$ cat src/rtl/stacking_loop_sequencer.sv
// Sequences sub-chunk issues over an output row and filter rows for stacked convolution,
// deriving sparsemap and accumulator-buffer addresses from the loop position.
module stacking_loop_sequencer #(
  parameter int unsigned OUT_X_MAX = 16,
  parameter int unsigned FIL_Y_MAX = 7,
  parameter int unsigned FIL_X_MAX = 7,
  parameter int unsigned CH_MAX    = 64,
  parameter int unsigned PS_SIZE   = 32,
  parameter int unsigned BUF_NUM   = 128,
  localparam int unsigned OXW = $clog2(OUT_X_MAX + 1),
  localparam int unsigned SCW = $clog2(CH_MAX + 1),
  localparam int unsigned FYW = $clog2(FIL_Y_MAX),
  localparam int unsigned STW = $clog2(FIL_X_MAX + 1),
  localparam int unsigned IYW = $clog2(OUT_X_MAX * FIL_Y_MAX),
  localparam int unsigned SMW = $clog2(FIL_Y_MAX * FIL_X_MAX + 1),
  localparam int unsigned IFW = $clog2(2 * OUT_X_MAX * CH_MAX / PS_SIZE + 1),
  localparam int unsigned SHW = $clog2(PS_SIZE),
  localparam int unsigned NXW = $clog2(2 * CH_MAX),
  localparam int unsigned ABW = $clog2(BUF_NUM)
) (
  input  logic           clk_i,
  input  logic           rst_i,
  input  logic           start_i,
  input  logic           abort_i,
  input  logic [OXW-1:0] cfg_out_x_i,
  input  logic           cfg_stride2_i,
  input  logic [SCW-1:0] cfg_sub_ch_i,
  input  logic [FYW-1:0] cfg_fil_y_start_i,
  input  logic [FYW-1:0] cfg_fil_y_last_i,
  input  logic [STW-1:0] cfg_fil_y_step_i,
  input  logic [IYW-1:0] ifm_y_idx_i,
  input  logic           chunk_done_i,
  output logic           busy_o,
  output logic           done_o,
  output logic           err_o,
  output logic           sub_chunk_start_o,
  output logic [SMW-1:0] fil_sm_first_o,
  output logic [SMW-1:0] fil_sm_last_o,
  output logic [FYW-1:0] fil_nz_first_o,
  output logic [IFW-1:0] ifm_sm_first_o,
  output logic [SHW-1:0] sm_shift_o,
  output logic [NXW-1:0] ifm_sm_next_o,
  output logic [ABW-1:0] acc_buf_sel_o,
  output logic           acc_buf_vld_o
);

  localparam int unsigned XDW  = $clog2(2 * OUT_X_MAX * CH_MAX + 1);
  localparam int unsigned STPW = SCW + 1;
  localparam int unsigned OXW1 = OXW + 1;
  localparam int unsigned AW   = IYW + OXW + 1;

  typedef enum logic [1:0] {StIdle, StIssue, StWait, StDone} state_e;

  state_e           state_q, state_d;
  logic [OXW-1:0]   x_idx_q, x_idx_d;
  logic [XDW-1:0]   x_dat_q, x_dat_d;
  logic [FYW-1:0]   fil_y_q, fil_y_d;
  logic             err_q, err_d;
  logic [OXW-1:0]   out_x_q, out_x_d;
  logic             stride2_q, stride2_d;
  logic [SCW-1:0]   sub_ch_q, sub_ch_d;
  logic [FYW-1:0]   fil_y_last_q, fil_y_last_d;
  logic [STW-1:0]   fil_y_step_q, fil_y_step_d;

  logic             last_x;
  logic             final_pos;
  logic [STPW-1:0]  x_step;
  logic [AW-1:0]    acc_diff;
  logic [AW-1:0]    acc_lin;

  assign x_step    = STPW'(sub_ch_q) << stride2_q;
  // Widened compare so a cleared out_x of zero never matches x_idx.
  assign last_x    = (OXW1'(x_idx_q) + OXW1'(1)) == OXW1'(out_x_q);
  assign final_pos = last_x && (fil_y_q == fil_y_last_q);

  always_comb begin
    state_d      = state_q;
    x_idx_d      = x_idx_q;
    x_dat_d      = x_dat_q;
    fil_y_d      = fil_y_q;
    err_d        = err_q;
    out_x_d      = out_x_q;
    stride2_d    = stride2_q;
    sub_ch_d     = sub_ch_q;
    fil_y_last_d = fil_y_last_q;
    fil_y_step_d = fil_y_step_q;

    unique case (state_q)
      StIdle: begin
        if (start_i) begin
          out_x_d      = cfg_out_x_i;
          stride2_d    = cfg_stride2_i;
          sub_ch_d     = cfg_sub_ch_i;
          fil_y_last_d = cfg_fil_y_last_i;
          fil_y_step_d = cfg_fil_y_step_i;
          x_idx_d      = '0;
          x_dat_d      = '0;
          fil_y_d      = cfg_fil_y_start_i;
          err_d        = 1'b0;
          state_d      = StIssue;
        end
        if (chunk_done_i) err_d = 1'b1;
      end
      StIssue: begin
        state_d = StWait;
        if (chunk_done_i) err_d = 1'b1;
      end
      StWait: begin
        if (chunk_done_i) begin
          if (final_pos) begin
            state_d = StDone;
          end else begin
            state_d = StIssue;
            if (last_x) begin
              x_idx_d = '0;
              x_dat_d = '0;
              fil_y_d = fil_y_q + FYW'(1);
            end else begin
              x_idx_d = x_idx_q + OXW'(1);
              x_dat_d = x_dat_q + XDW'(x_step);
            end
          end
        end
      end
      StDone: begin
        state_d = StIdle;
        if (chunk_done_i) err_d = 1'b1;
      end
      default: state_d = StIdle;
    endcase

    if (start_i && (state_q != StIdle)) err_d = 1'b1;

    // Abort wins over a coincident chunk_done: nothing advances and it is not an error.
    if (abort_i && (state_q != StIdle)) begin
      state_d = StIdle;
      x_idx_d = x_idx_q;
      x_dat_d = x_dat_q;
      fil_y_d = fil_y_q;
      err_d   = err_q | start_i;
    end
  end

  always_ff @(posedge clk_i) begin
    if (!rst_i) begin
      state_q      <= StIdle;
      x_idx_q      <= '0;
      x_dat_q      <= '0;
      fil_y_q      <= '0;
      err_q        <= 1'b0;
      out_x_q      <= '0;
      stride2_q    <= 1'b0;
      sub_ch_q     <= '0;
      fil_y_last_q <= '0;
      fil_y_step_q <= '0;
    end else begin
      state_q      <= state_d;
      x_idx_q      <= x_idx_d;
      x_dat_q      <= x_dat_d;
      fil_y_q      <= fil_y_d;
      err_q        <= err_d;
      out_x_q      <= out_x_d;
      stride2_q    <= stride2_d;
      sub_ch_q     <= sub_ch_d;
      fil_y_last_q <= fil_y_last_d;
      fil_y_step_q <= fil_y_step_d;
    end
  end

  assign busy_o            = (state_q != StIdle);
  assign done_o            = (state_q == StDone);
  assign sub_chunk_start_o = (state_q == StIssue);
  assign err_o             = err_q;

  assign fil_sm_first_o = SMW'(fil_y_q) * SMW'(FIL_X_MAX);
  // An empty row range collapses onto its first word instead of wrapping.
  assign fil_sm_last_o  = (fil_y_step_q == '0) ? fil_sm_first_o
                        : fil_sm_first_o + SMW'(fil_y_step_q) - SMW'(1);
  assign fil_nz_first_o = fil_y_q;
  assign ifm_sm_first_o = IFW'(x_dat_q >> SHW);
  assign sm_shift_o     = x_dat_q[SHW-1:0];
  assign ifm_sm_next_o  = (last_x || (x_step == '0)) ? '0 : NXW'(x_step - STPW'(1));

  assign acc_diff      = AW'(ifm_y_idx_i) - AW'(fil_y_q);
  assign acc_lin       = acc_diff * AW'(out_x_q) + AW'(x_idx_q);
  assign acc_buf_sel_o = ABW'(acc_lin % AW'(BUF_NUM));
  assign acc_buf_vld_o = busy_o && (AW'(ifm_y_idx_i) >= AW'(fil_y_q));

endmodule

$ cat config.mk
export PLATFORM = sky130hd
export DESIGN_NAME = stacking_loop_sequencer
export DESIGN_NICKNAME = d
export VERILOG_FILES = /design/src/rtl/stacking_loop_sequencer.sv
export SDC_FILE = /design/constraint.sdc
export NUM_CORES = 1
export LEC_CHECK = 0
export ABC_AREA = 1
export CORE_ASPECT_RATIO = 0.7
export CORE_MARGIN = 2
export CORE_UTILIZATION = 51
export DETAILED_ROUTE_END_ITERATION = 16
export PLACE_DENSITY = 0.84
export SYNTH_ARGS = -nofsm -noshare
export SYNTH_HDL_FRONTEND = slang
export SYNTH_SLANG_ARGS = --single-unit
$ cat constraint.sdc
create_clock -name clk_i -period 6.68 [get_ports clk_i]
set_input_delay 0.668 -clock clk_i [delete_from_list [all_inputs] [get_ports clk_i]]
set_output_delay 0.668 -clock clk_i [all_outputs]
set_load 0.03 [all_outputs]
After elaboration in Yosys (flattened, before gate mapping)
Cells that the tools add are included.
{"block": "classes", "n_addsub": 9, "mul": 2, "magnitude_cmp": 1, "eq_ne": 11, "shift": 1, "n_mux": 27, "bitwise": 3, "n_reduce_logical": 18}
{"cell": "$mux W12", "count": 4}
{"cell": "$pmux W12 S2", "count": 1}
{"cell": "$mux W5", "count": 4}
{"cell": "$add A12 B8 Y12", "count": 1}
{"cell": "$mux W3", "count": 4}
{"cell": "$pmux W5 S2", "count": 1}
{"cell": "$logic_not A8 Y1", "count": 1}
{"cell": "$mul A8 B6 Y7", "count": 1}
{"cell": "$ne A2 B2 Y1 const B", "count": 4}
{"cell": "$pmux W2 S4", "count": 1}
{"cell": "$shl A7 B1 Y8", "count": 1}
{"cell": "$sub A7 B3 Y8", "count": 1}
{"cell": "$add A7 B5 Y7", "count": 1}
{"cell": "$ge A7 B3 Y1", "count": 1}
{"cell": "$mux W7", "count": 1}
{"cell": "$sub A7 B1 Y7 const B", "count": 1}
{"cell": "$add A5 B1 Y6 const B", "count": 1}
{"cell": "$add A6 B3 Y6", "count": 1}
{"cell": "$eq A6 B5 Y1", "count": 1}
{"cell": "$mul A3 B3 Y6 const B", "count": 1}
{"cell": "$mux W2", "count": 3}
{"cell": "$mux W6", "count": 1}
{"cell": "$pmux W3 S2", "count": 1}
{"cell": "$reduce_and A6 Y1", "count": 1}
{"cell": "other kinds (22)", "count": 34}
{"block": "word_totals", "regBits": 42, "input_bits": 34, "out_inout_bits": 46, "elab_cells": 82}

Logic depth before layout (Yosys ltp)
Gate-level depths: netlist (run 1).
{"block": "logic_depth", "ltp_word": 6, "depth_mapped": 29, "mapped_depth_nobuf": 29}

Worst setup path after synthesis (run 1)
Ideal clock, no wire load.
{"block": "synth_timing", "kind": "input port to output port", "from": "in ifm_y_idx_i[0]", "to": "out acc_buf_sel_o[6]", "t_arrival_ps": 4667, "t_required_ps": 6012, "setup_slack_ps": 1345, "path_stages": 26, "n_path_buf": 0, "path_cell_list": "inv_1 -> ha_1 -> fa_1 -> inv_1 -> nand2_1 -> nand2_1 -> nand2_1 -> a21oi_1 -> fa_1 -> ha_1 -> inv_1 -> fa_1 -> fa_1 -> inv_1 -> ha_1 -> nand2_1 -> inv_1 -> nand2_1 -> nand2_1 -> nor2_1 -> nand3_1 -> nand2_1 -> inv_1 -> nand2_1 -> nand4_1 -> nand2_1"}
{"block": "synth_via", "elab_chain_cells": 3}
{"element": "from (decl)", "line_no": "31", "rtl": "input logic [IYW-1:0] ifm_y_idx_i,"}
{"element": "$sub A7 B3 Y8", "line_no": "184", "rtl": "assign acc_diff = AW'(ifm_y_idx_i) - AW'(fil_y_q);"}
{"element": "$mul A8 B6 Y7", "line_no": "185", "rtl": "assign acc_lin = acc_diff * AW'(out_x_q) + AW'(x_idx_q);"}
{"element": "$add A7 B5 Y7", "line_no": "185"}
{"element": "to (decl)", "line_no": "43", "rtl": "output logic [ABW-1:0] acc_buf_sel_o,"}
No other way between the ends.

Worst setup path in the final report (run 1)
Same ends and word-level chain as after synthesis.

==> results of run 1 <==
## kinds of logic after synthesis
kind of cell / Yosys count / synth area share (%)
flops: 42 / 20.6
fa+ha+maj: 59 / 21.1
compound gates: 87 / 11.0
buf+inv: 114 / 10.9
xor+xnor: 18 / 3.87
simple gates: 313 / 32.5
## through the flow
| step | instance area [um2] | util (%) | total power (W) |
|---|---|---|---|
| after floorplan | 4080 | - | 0.000977 |
| after detailed placement | 4930 | 63.2 | 0.00130 |
| after global placement | 4930 | 63.2 | 0.00126 |
| final | 5100 | 65.4 | 0.00158 |
| after CTS | 5100 | 65.3 | 0.00158 |
| after global routing | 5100 | 65.4 | 0.00170 |
## layout make-up
cell class,count,area (um2),area share (%)
flip-flops and latches,42,841,16.5
multi-input cells,477,2790,54.7
clock buffers,7,133,2.60
well taps,101,126,2.48
inverters,103,387,7.58
clock inverters,1,30.0,0.589
repair buffers,79,793,15.6
## worst max-delay path, cell delays in order
cell             delay, ns
clkdlybuf4s50_1       0.46
inv_1                 0.06
ha_1                  0.22
fa_1                  0.39
inv_1                 0.06
nand2_1               0.11
nand2_1               0.10
nand2_1               0.07
a21oi_1               0.17
fa_1                  0.44
ha_1                  0.29
inv_1                 0.05
fa_1                  0.51
fa_1                  0.53
inv_1                 0.04
ha_1                  0.34
nand2_1               0.10
inv_1                 0.04
nand2_1               0.05
nand2_1               0.04
nor2_1                0.12
nand3_1               0.09
nand2_1               0.10
nand3_1               0.09
nand2_1               0.08
nand2_1               0.05
nand2_1               0.06
dlymetal6s2s_1        0.28
## power groups by stage
stage,registers [W],logic (W),clock network (W)
after floorplan,0.000327,0.000650,0
after global placement,0.000319,0.000944,0
after detailed placement,0.000321,0.000979,0
after CTS,0.000316,0.000988,0.000278
after global routing,0.000321,0.00109,0.000288
final,0.000316,0.000987,0.000279
## routing by layer
layer / global-route usage, % / routed length, um / vias to the layer above
li1: - / - / 2159
met3: 4.58 / 878 / 23
met1: 32.7 / 4950 / 1966
met4: 7.75 / 186 / 0
met5: 0 / 0 / -
met2: 43.8 / 5080 / 202
## cell usage after synthesis
| cell | count | area (um2) |
|---|---|---|
| nor2_1 | 80 | 300 |
| nand3_2 | 1 | 10.0 |
| nand2_4 | 1 | 11.3 |
| fa_1 | 16 | 320 |
| nand4_1 | 17 | 106 |
| o31ai_1 | 1 | 7.51 |
| nand2_1 | 156 | 586 |
| nor3_1 | 4 | 20.0 |
| clkinv_1 | 1 | 3.75 |
| o21ai_2 | 1 | 8.76 |
| nand3_1 | 46 | 230 |
| o21ai_0 | 39 | 195 |
| o21ai_1 | 1 | 5.00 |
| o21bai_1 | 1 | 7.51 |
| xnor2_1 | 10 | 87.6 |
| a31oi_1 | 2 | 12.5 |
| dfxtp_1 | 42 | 841 |
| a21oi_1 | 41 | 205 |
| buf_4 | 2 | 15.0 |
| or2_2 | 4 | 25.0 |
| a21o_1 | 1 | 7.51 |
| buf_2 | 1 | 5.00 |
| xor2_1 | 8 | 70.1 |
| nand3b_1 | 1 | 7.51 |
| inv_1 | 101 | 379 |
| nand2_2 | 1 | 6.26 |
| nor3_4 | 1 | 16.3 |
| buf_6 | 1 | 11.3 |
| ha_1 | 43 | 538 |
| clkbuf_1 | 7 | 26.3 |
| nor2_2 | 1 | 6.26 |
| inv_2 | 1 | 3.75 |
## path summary, 6_finish.rpt
check | to | slack, ns | depth (start not counted) | from
max reg2reg | x_dat_q[11]$_SDFFE_PN0P_ | 4.18 | 11 | stride2_q$_SDFFE_PN0P_
min | sub_ch_q[3]$_SDFFE_PN0P_ | 0.47 | 2 | sub_ch_q[3]$_SDFFE_PN0P_
min reg2reg | sub_ch_q[3]$_SDFFE_PN0P_ | 0.47 | 2 | sub_ch_q[3]$_SDFFE_PN0P_
max | acc_buf_sel_o[6] | 0.42 | 28 | ifm_y_idx_i[0]
## sequential cells by signal (all words and copies together) (netlist names)
register,cells
state_q,2
x_idx_q,5
out_x_q,5
err_o,1
fil_y_step_q,3
x_dat_q,12
stride2_q,1
fil_y_last_q,3
sub_ch_q,7
fil_nz_first_o,3
## repair_timing
| action | CTS | global route |
|---|---|---|
| gates resized for setup | 0 | 1 |
| endpoints found under the setup margin | 0 | 1 |
| hold buffers | 0 | 0 |
==> metrics.txt, run 1 <==
Reg power frac 20.0%; peak supply drop 0.312 mV; CTS tree done; Initial DRT Pass Iterations 5; status finished, final reports clean; WL/cell 13.7 um; Synth Cell Area 4080 um2; Final Max Slew Viols 0; Syn-to-layout area delta 25.1%; ANT nets after route 0; power share of the combinational group 62.4%; part of the Yosys area used for sequential elements 20.6%; Crit path arrival time 5.60 ns; clock network fraction of total power 17.6%; Pleak 2.55 nW; Die Y 78.8 um; NetSw 0.000741 W; Die X-Extent 111 um; placed insts 802; Synth Net Count 726; first-pass GRT wire length 18,500 um; setup bufs post-CTS 0; Yosys reg bits 42; Worst setup EP type output port; Via density 5.37; slew of the pin with the lowest slew margin 0.993 ns; Core Rows 27; final-report setup violation count 0; Core ar. 7800 um2; RSZ-0062 raised after global routing false; root buffer selected by CTS clkbuf_16; Yosys warning total 0; IO Count 80; Sw Ratio 46.9%; pwr/cell area 310 nW/um2; vias in the first global route 4,124; Total Neg Setup Slack 0 ns; Hold WC Path Type register to register; Clock transition at path regs 0.06 ns; # port buffers 79; initial antenna violation count 0; Final nets 801; Max Buffers Root-to-Sink 2; largest net degree at the start of global routing 34; Final Skew 0.00687 ns; Avg Cell Area, Syn 6.44 um2; WP data required 6.01 ns; Post-Layout Cell Count 810; most frequent cells in the layout nand2_1 (156), inv_1 (101), nor2_1 (80); synth unique cells 32; CP Launch Type primary input; Fin Hold WS 0.471 ns; WL final 11,100 um; Peak Freq 160 MHz; Post-Syn Instances 633; antenna cell count 0; Pint 0.000841 W; Crit Path Class primary input to output port; Hold Fails Final Rpt 0; H-tree depth 2; max-cap viol count 0; worst setup margin 0.416 ns; period utilization 93.8%; Final GP Congestion 0.933; Worst slew margin 33.6%; Initial Utilization 52.2%; total gr overflow 0; Die Area 8730 um2; vias 4,350; hpwl dp 8700 um; GRT Resource Usage Total 25.4%; layout cells sized above 1 2.40%; crit path max fanout 5; cts bufs inserted 5; Post-Place Setup Slack 0.0469 ns; 1st-iter DRT viols 305; leading cell type in the layout, fill and taps excluded nand2_1; minimum clock period 6.26 ns; Worst-Skew Late Latency 0.29 ns; # clock sinks 42; DRC violations left 0; Fillers 665
Power figures use the tool's default switching activity.
==> inputs of run 2 (changes only) <==
--- a/config.mk
+++ b/config.mk
@@ -6,11 +6,13 @@
 export NUM_CORES = 1
 export LEC_CHECK = 0
 export ABC_AREA = 1
+export CELL_PAD_IN_SITES_DETAIL_PLACEMENT = 1
+export CELL_PAD_IN_SITES_GLOBAL_PLACEMENT = 2
 export CORE_ASPECT_RATIO = 0.7
 export CORE_MARGIN = 2
-export CORE_UTILIZATION = 51
+export CORE_UTILIZATION = 28
 export DETAILED_ROUTE_END_ITERATION = 16
-export PLACE_DENSITY = 0.84
+export PLACE_DENSITY = 0.86
 export SYNTH_ARGS = -nofsm -noshare
 export SYNTH_HDL_FRONTEND = slang
 export SYNTH_SLANG_ARGS = --single-unit
==> constraint.sdc (replaced) <==
create_clock -name clk_i -period 7.2 [get_ports clk_i]
set_input_delay 0.72 -clock clk_i [delete_from_list [all_inputs] [get_ports clk_i]]
set_output_delay 0.72 -clock clk_i [all_outputs]
set_load 0.03 [all_outputs]
==> run 2 against run 1 <==
Sequential cell count unchanged; first-iteration DRC count fell by 52%; sequential share of layout area shrank 0.39 points; cell area up 2.4%; sequential power fell by 7.0%; utilization fell by 28 points; hold slack gained 0.0039 ns; register-to-register slack better by 0.40 ns; largest power group unchanged; cell count is 11% higher; clock skew shrank 0.0014 ns; critical path type unchanged.
==> metrics.txt, run 2 (same netlist as run 1, synthesis figures left out) <==
status finished, final reports clean (unchanged); # resized after CTS 0 (unchanged); Syn-to-layout area delta 28.2% (was 25.1%); Setup crit end acc_buf_sel_o[6] (unchanged); Hold WC Path Type register to register (unchanged); H-tree depth 2 (unchanged); Pleak 2.55 nW (about the same); period utilization 93.8%; Crit Path Class primary input to output port (unchanged); DRC violations left 0 (unchanged); initial antenna violation count 0 (unchanged); slew of the pin with the lowest slew margin 0.918 ns (was 0.993 ns); Placed Area 5050 um2 (was 4930 um2); Die Area 15,600 um2 (was 8730 um2); cell family with most CP delay adder cells (unchanged); Die Y 105 um (was 78.8 um); layout cells sized above 1 2.68% (was 2.40%); CP max-delay cell clkdlybuf4s50_1 (was fa_1); Max Buffers Root-to-Sink 2 (unchanged); Post-Place Setup Slack 0.411 ns (was 0.0469 ns); top flop regs x_dat_q x12, sub_ch_q x7 (unchanged); Final GP Congestion 0.811 (was 0.933); Via density 4.78 (was 5.37); vias in the first global route 4,407 (was 4,124); final-report setup violation count 0 (unchanged); Initial DRT Pass Iterations 4 (was 5); peak supply drop 0.219 mV (was 0.312 mV); reg2reg setup slack 4.58 ns (was 4.18 ns); RSZ-0062 raised after global routing false (unchanged); WP data required 6.48 ns (was 6.01 ns); Core ar. 14,100 um2 (was 7800 um2); Clock transition at path regs 0.06 ns (about the same); pwr/cell area 286 nW/um2 (was 310 nW/um2); # port buffers 79 (unchanged); Largest register FFs 12 (unchanged); worst setup path start ifm_y_idx_i[0] (unchanged); Worst Reg-to-Reg Cells 11 (unchanged); Reg with most FFs x_dat_q (unchanged); Die X-Extent 148 um (was 111 um); Worst setup EP type output port (unchanged); 1st-iter DRT viols 145 (was 305); FF-to-FF Start stride2_q$_SDFFE_PN0P_ (unchanged); ANT nets after route 0 (unchanged); hpwl dp 10,800 um (was 8700 um); CP Launch Type primary input (unchanged); Worst slew margin 38.7% (was 33.6%); Final Max Slew Viols 0 (unchanged); minimum clock period 6.75 ns; Peak Freq 148 MHz; WL/cell 14.9 um (was 13.7 um); Buf+Inv Stages, Crit Path 9 (was 7); Final Skew 0.00551 ns (was 0.00687 ns); GRT Resource Usage Total 17.7% (was 25.4%); crit path max fanout 5 (unchanged); slowest cell delay on critical path 0.67 ns (was 0.53 ns); post-route cell area 5220 um2 (was 5100 um2); Final nets 802 (was 801); FF+latch area 841 um2 (unchanged); most used cell, CP nand2_1 (unchanged); cts bufs inserted 5 (unchanged); worst setup margin 0.446 ns (was 0.416 ns); largest net degree at the start of global routing 34 (unchanged); Worst-Skew Late Latency 0.29 ns (about the same); first-pass GRT wire length 22,100 um (was 18,500 um); area of the multi-input gates 2790 um2 (unchanged); setup bufs post-CTS 0 (unchanged); Initial Utilization 29.0% (was 52.2%); Core Rows 36 (was 27); Hold Fails Final Rpt 0 (unchanged); WL final 13,400 um (was 11,100 um); vias 4,295 (was 4,350); root buffer selected by CTS clkbuf_16 (unchanged); Fillers 1,804 (was 665); IO Count 80 (unchanged); worst hold stages 2 (unchanged); total gr overflow 0 (unchanged); Crit path depth 30 (was 28); Crit path arrival time 6.03 ns (was 5.60 ns); # clock sinks 42 (unchanged); leading cell type in the layout, fill and taps excluded nand2_1 (unchanged); Total Neg Setup Slack 0 ns (unchanged); CTS tree done (unchanged); most frequent cells in the layout nand2_1 (156), inv_1 (101), nor2_1 (80) (unchanged); RR Endpoint x_dat_q[9]$_SDFFE_PN0P_ (was x_dat_q[11]$_SDFFE_PN0P_); antenna cell count 0 (unchanged); # hold bufs at CTS 0 (unchanged); max-cap viol count 0 (unchanged)
==> run 2: worst min-delay path by stage <==
stage | from | to
after floorplan | sub_ch_q[3]$_SDFFE_PN0P_ | sub_ch_q[3]$_SDFFE_PN0P_
after global routing | fil_y_last_q[0]$_SDFFE_PN0P_ | fil_y_last_q[0]$_SDFFE_PN0P_
final | fil_y_step_q[0]$_SDFFE_PN0P_ | fil_y_step_q[0]$_SDFFE_PN0P_
after CTS | fil_y_last_q[0]$_SDFFE_PN0P_ | fil_y_last_q[0]$_SDFFE_PN0P_
after detailed placement | fil_y_last_q[0]$_SDFFE_PN0P_ | fil_y_last_q[0]$_SDFFE_PN0P_
after global placement | fil_y_last_q[0]$_SDFFE_PN0P_ | fil_y_last_q[0]$_SDFFE_PN0P_
==> run 2: report_power, final <==
| group | switching [W] | internal, W | total, W |
|---|---|---|---|
| Combinational | 0.000571 | 0.000358 | 0.000929 |
| Clock | 0.0000960 | 0.000171 | 0.000267 |
| Sequential | 0.0000361 | 0.000258 | 0.000294 |
==> run 2: tightest hold or removal path, cell delays in order, from the launching register on <==
cell and delay [ns]:
dfxtp_1 0.31, inv_1 0.06, a21oi_1 0.05
==> run 2: area by class of cell <==
type                    instances  share of cell area (%)
inverters                     103                    7.40
multi-input cells             477                    53.4
clock buffers                   6                    2.66
well taps                     190                    4.55
repair buffers                 80                    15.3
clock inverters                 1                   0.575
flip-flops and latches         42                    16.1
==> run 2: stage by stage <==
stage	hold WS (ns)	cells	utilization [%]	total power, W
CTS	0.475	899	37.2	0.00151
global placement	0.453	892	36.0	0.00120
detailed placement	0.466	892	36.0	0.00123
floorplan	0.440	633	-	0.000906
global route	0.502	899	37.2	0.00161
finish	0.475	899	37.2	0.00149
==> run 2: layer usage <==
layer  wire length [um]  vias to the layer above  share of wire (%)  GRT usage [%]
li1                   -                     2167                  -              -
met4                 93                        0               0.70           3.06
met1               6870                     2048                 51           25.7
met2               5900                       71                 44           28.0
met5                  0                        -                  0              0
met3                493                        9                3.7           2.66
